### config.mk
export PLATFORM = sky130hd
export DESIGN_NAME = dmem_bus_arbiter
export DESIGN_NICKNAME = d
export VERILOG_FILES = /design/src/rtl/dmem_bus_arbiter.sv
export SDC_FILE = /design/constraint.sdc
export NUM_CORES = 1
export LEC_CHECK = 0
export CAP_MARGIN = 20
export CORE_UTILIZATION = 25
export DETAILED_ROUTE_END_ITERATION = 10
export PLACE_DENSITY = 0.87
export SKIP_CTS_REPAIR_TIMING = 1
export SYNTH_ARGS = -nofsm -noshare
export SYNTH_HDL_FRONTEND = slang
export SYNTH_SLANG_ARGS = --single-unit
### constraint.sdc
create_clock -name clk -period 1.45 [get_ports clk]
set_input_delay 0.145 -clock clk [delete_from_list [all_inputs] [get_ports clk]]
set_output_delay 0.145 -clock clk [all_outputs]
set_load 0.01 [all_outputs]
### src/rtl/dmem_bus_arbiter.sv
// dmem_bus_arbiter
// Shares the single data-memory port between the CPU load/store path and the
// CP2 DMA master. The DMA master requests the bus with a level HOLD and owns
// it while HOLD_ACK is high. The single-cycle CPU is stalled (PC frozen) for
// the whole tenure, including one turnaround cycle on each side.
//
// Each tenure lasts at most MAX_BURST cycles. After a release the CPU is
// guaranteed CPU_GAP+1 unstalled cycles before the next grant.
//
// Handshake: i_hold is a level request. The master may drive the bus only
// while o_hold_ack=1, and it keeps i_hold high until it is done. A drop of
// i_hold during a tenure ends it on the next edge. Every output decodes from
// registered state only, so i_hold has no combinational path to any output.
//
// Optional build macro ARB_STATS_EN adds two saturating 16-bit counters,
// o_grant_cnt and o_forced_rel_cnt.
module dmem_bus_arbiter #(
  parameter int MAX_BURST = 16,  // 1..255
  parameter int CPU_GAP   = 2    // 0..255
) (
  input  logic        clk,
  input  logic        rst,
  input  logic        i_hold,
  input  logic        i_irq_pending,
  input  logic        i_cpu_we,
  input  logic [31:0] i_cpu_addr,
  input  logic [31:0] i_cpu_wd,
  input  logic        i_dma_we,
  input  logic [31:0] i_dma_addr,
  input  logic [31:0] i_dma_wd,
  output logic        o_hold_ack,
  output logic        o_cpu_stall,
  output logic        o_mem_we,
  output logic [31:0] o_mem_addr,
  output logic [31:0] o_mem_wd,
  output logic [1:0]  o_dbg_state
`ifdef ARB_STATS_EN
  ,
  output logic [15:0] o_grant_cnt,
  output logic [15:0] o_forced_rel_cnt
`endif
);

  typedef enum logic [1:0] {
    ST_IDLE = 2'd0,
    ST_ARB  = 2'd1,
    ST_DMA  = 2'd2,
    ST_REL  = 2'd3
  } state_t;

  localparam logic [7:0] LP_BURST_LAST = 8'(MAX_BURST - 1);
  localparam logic [7:0] LP_GAP_LOAD   = 8'(CPU_GAP);

  state_t     r_state;
  logic [7:0] r_burst_cnt;
  logic [7:0] r_gap_cnt;
  logic       r_hold_ack;
  logic       r_cpu_stall;

  // The burst limit is reached on the last allowed DMA cycle.
  logic w_burst_last;
  assign w_burst_last = (r_burst_cnt == LP_BURST_LAST);

  // Arbitration FSM: state, counters and the registered handshake outputs.
  always_ff @(posedge clk) begin
    if (rst) begin
      r_state     <= ST_IDLE;
      r_burst_cnt <= 8'd0;
      r_gap_cnt   <= 8'd0;
      r_hold_ack  <= 1'b0;
      r_cpu_stall <= 1'b0;
    end else begin
      case (r_state)
        ST_IDLE: begin
          if (r_gap_cnt != 8'd0) begin
            r_gap_cnt <= r_gap_cnt - 8'd1;
          end
          // The grant decision uses the registered gap count, so a request
          // that rises on the cycle the count reaches zero waits one cycle.
          if (i_hold && (r_gap_cnt == 8'd0) && !i_irq_pending) begin
            r_state     <= ST_ARB;
            r_cpu_stall <= 1'b1;
          end
        end
        ST_ARB: begin
          if (i_hold) begin
            r_state     <= ST_DMA;
            r_burst_cnt <= 8'd0;
            r_hold_ack  <= 1'b1;
          end else begin
            // The request was withdrawn during turnaround, so the CPU
            // resumes at once.
            r_state     <= ST_IDLE;
            r_cpu_stall <= 1'b0;
          end
        end
        ST_DMA: begin
          r_burst_cnt <= r_burst_cnt + 8'd1;
          if (!i_hold || w_burst_last) begin
            r_state    <= ST_REL;
            r_hold_ack <= 1'b0;
          end
        end
        ST_REL: begin
          r_gap_cnt   <= LP_GAP_LOAD;
          r_state     <= ST_IDLE;
          r_cpu_stall <= 1'b0;
        end
        default: begin
          r_state     <= ST_IDLE;
          r_hold_ack  <= 1'b0;
          r_cpu_stall <= 1'b0;
        end
      endcase
    end
  end

  // Memory port mux: the CPU owns the port in IDLE and the DMA master owns
  // it in DMA. Writes are blocked during both turnaround cycles.
  always_comb begin
    o_mem_we   = 1'b0;
    o_mem_addr = i_cpu_addr;
    o_mem_wd   = i_cpu_wd;
    case (r_state)
      ST_IDLE: o_mem_we = i_cpu_we;
      ST_DMA: begin
        o_mem_we   = i_dma_we;
        o_mem_addr = i_dma_addr;
        o_mem_wd   = i_dma_wd;
      end
      default: o_mem_we = 1'b0;
    endcase
  end

  assign o_hold_ack  = r_hold_ack;
  assign o_cpu_stall = r_cpu_stall;
  assign o_dbg_state = r_state;

`ifdef ARB_STATS_EN
  logic [15:0] r_grant_cnt;
  logic [15:0] r_forced_rel_cnt;
  logic        w_grant_evt;
  logic        w_forced_evt;

  // A grant is the ARB to DMA step. A forced release is a burst-limit exit
  // taken while the master still requests the bus.
  assign w_grant_evt  = (r_state == ST_ARB) && i_hold;
  assign w_forced_evt = (r_state == ST_DMA) && i_hold && w_burst_last;

  // Saturating usage counters.
  always_ff @(posedge clk) begin
    if (rst) begin
      r_grant_cnt      <= 16'd0;
      r_forced_rel_cnt <= 16'd0;
    end else begin
      if (w_grant_evt && (r_grant_cnt != 16'hFFFF)) begin
        r_grant_cnt <= r_grant_cnt + 16'd1;
      end
      if (w_forced_evt && (r_forced_rel_cnt != 16'hFFFF)) begin
        r_forced_rel_cnt <= r_forced_rel_cnt + 16'd1;
      end
    end
  end

  assign o_grant_cnt      = r_grant_cnt;
  assign o_forced_rel_cnt = r_forced_rel_cnt;
`endif

endmodule
==> flow_summary.toml <==
[outcome]
status = "finished with violations"
violations = "setup timing"

[worst_setup_path]
path_class = "register to output pin"
path_cells = "nor2b_4 -> buf_6 -> buf_12 -> buf_12 -> nand2_1 -> nand2_1 -> buf_2"
crit_slowest_cell = "dfxtp_4"
cp_top_family = "buffers and inverters"
cp-end-kind = "output pin"
slowest_delay_ns = 0.37
worstPathMaxFanout = 10
critPathRequiredTime_ns = 1.31
worst-path-buf-inv = 4
worstPathArrival_ns = 1.45
ff2ff_setup_slack_ns = -0.14
critPathLaunchType = "register"

[floorplan]
core_area_um2 = 6910
die_area_um2 = 7590
start_util_pct = 26.2
rows = 30
die_h_um = 87.1
die_w_um = 87.1
ioPinCount = 203

[placement]
dp_hpwl_mm = 6.64
place.gp.congestion = 0.843
dp_cells = 635
portBuffers = 202

[yosys]
synth_top_family_by_area = "simple AND/OR/NAND/NOR gates"
synth_edf_count = 0
synth_xor_area_share_pct = 0.483
synth_seq_area_share_pct = 22.1
synth-seq-cells = 20
synth_ff_type = "dfxtp_1"
synth_area_leaders = "nand2_1, dfxtp_1, a21oi_1, nor2_1, clkbuf_1"
synth-compound-area-share_pct = 12.8
synthAdderAreaFrac_pct = 2.07
ys_warn_count = 0
synth_top_area_share_pct = 41.2
ys_types = 39
synth_nets = 466
synthSimpleGateAreaFrac_pct = 55.0
synthArstFlopShare_pct = 0
synth.top_cells.by_count = "nand2_1, dfxtp_1, nor2_1"
syn_area_per_cell_um2 = 5.51
synth_most_common_cell = "nand2_1"
yosysTopAreaCell = "nand2_1"
syn_inst = 329
muxShareOfSynthArea_pct = 1.73
synth.cell_area_um2 = 1810

[worst_hold_path]
hp-class = "input pin to register"

[finish]
register_area_um2 = 413
drive_gt1_share_pct = 44.8
area_growth_syn_to_layout_pct = 187
nFillCells = 464
num-nets-final = 721
multi_input_comb_area_um2 = 1860
diodes = 0
stdcell_count = 678

[sta]
setup_viol = 78
relSlewSlack_pct = 73.2
setup_tns_ns = -6.42
fin_crit_sh_pct = 110
fin_crit_ns = 1.59
clock.fmax_ghz = 0.628
maxSlewViolCount = 0
rsz0062_at_grt = "true"
finClkSkew_ns = 0.00253
fin_ws_ns = -0.142
worstMarginPinSlew_ns = 0.397
hold_viol_final = 0

[cts]
numClockSinks = 20
cts_made_buffers = 3
cts_buffer_depth = 2
worstSkewPairLatency_ns = 0.27
cts_max_level = 1
cts_tree = "done"
cts_root_buf = "clkbuf_8"
path_clk_slew_ns = 0.08

[route]
met2_length_mm = 6.11
post-route-drc-count = 0
firstDrtPassIters = 4
drtIter0Drc = 113
drt-vias-per-instance = 5.05
wl_per_cell_um = 17.7
route.met3.wl_um = 883
m1WireLength_mm = 4.57
wirelength_mm = 12.0
vias = 3427
antenna_left = 0
maxUsedRoutingLayer = "met4"

[global_route]
track_usage_pct = 20.2
grt_pass1_vias = 2814
grt_max_degree = 42
antenna_found_initial = 0
grt_overflow = 0
grt_first_pass_wirelength_mm = 12.3

[flow_run]
maxCapViolations = 0

[power]
ir_drop_mv = 1.36
powerDensity_nw_per_um2 = 758
leakage_nw = 2.61
p_total_mw = 3.94
==> layer usage <==
metal | vias to the layer above | track usage [%]
li1 | 1584 | -
met1 | 1636 | 21.8
met2 | 171 | 37.6
met3 | 36 | 5.02
met4 | 0 | 8.05
met5 | - | 0
==> per-stage QoR <==
step | area (um^2) | hold slack, ns | setup slack [ns] | utilization (%)
floorplan | 1840 | 0.245 | -0.0796 | -
global placement | 4160 | 0.478 | -0.179 | 60.2
detailed placement | 4160 | 0.488 | -0.209 | 60.2
CTS | 4200 | 0.488 | -0.488 | 60.8
global route | 5200 | 0.513 | -0.200 | 75.3
finish | 5200 | 0.499 | -0.142 | 75.3
==> where the power goes <==
part / switching [mW] / total, mW / internal (mW)
clock: 0.209 / 0.395 / 0.187
combinational: 1.25 / 2.79 / 1.54
sequential: 0.110 / 0.756 / 0.646
==> path summary, 6_finish.rpt <==
path	startpoint	endpoint	cells after the start
hold reg to reg	r_gap_cnt[0]$_SDFFE_PP0P_	r_gap_cnt[0]$_SDFFE_PP0P_	1
setup / recovery	register	o_mem_addr[4]	7
setup reg to reg	register	r_burst_cnt[7]$_SDFFE_PP0P_	6
hold / removal	i_irq_pending	o_cpu_stall$_SDFFE_PP0P_	2
==> sequential cells by signal, summed over array words and instances, names as in the netlist, named ones only <==
name         count
o_hold_ack       1
o_cpu_stall      1
r_burst_cnt      8
o_dbg_state      1
r_gap_cnt        8
==> cell families after synthesis <==
logic type,Yosys count
buf+inv,26
xor+xnor,1
mux,3
fa+ha+maj,3
simple gates,242
flops,20
compound gates,34
==> layout make-up <==
class	count	share of cell area [%]
multi-input combinational	284	35.7
timing repair buffer	270	52.9
clock buffer	3	0.794
tap	96	2.31
inverter	5	0.361
sequential	20	7.94
==> placed cells by master (no fill, tap or decap), types with 4 or more instances in the layout <==
| master | n |
|---|---|
| clkbuf_16 | 11 |
| buf_12 | 6 |
| nand2_4 | 32 |
| a21oi_1 | 7 |
| buf_4 | 34 |
| buf_8 | 5 |
| nand2_1 | 108 |
| clkdlybuf4s50_1 | 135 |
| o211ai_1 | 4 |
| nand3_1 | 5 |
| nand2_2 | 59 |
| buf_6 | 42 |
| dfxtp_1 | 14 |
| nor2_1 | 12 |
| dfxtp_2 | 4 |
| buf_2 | 34 |
No activity file was read; power rests on OpenSTA's default activity.
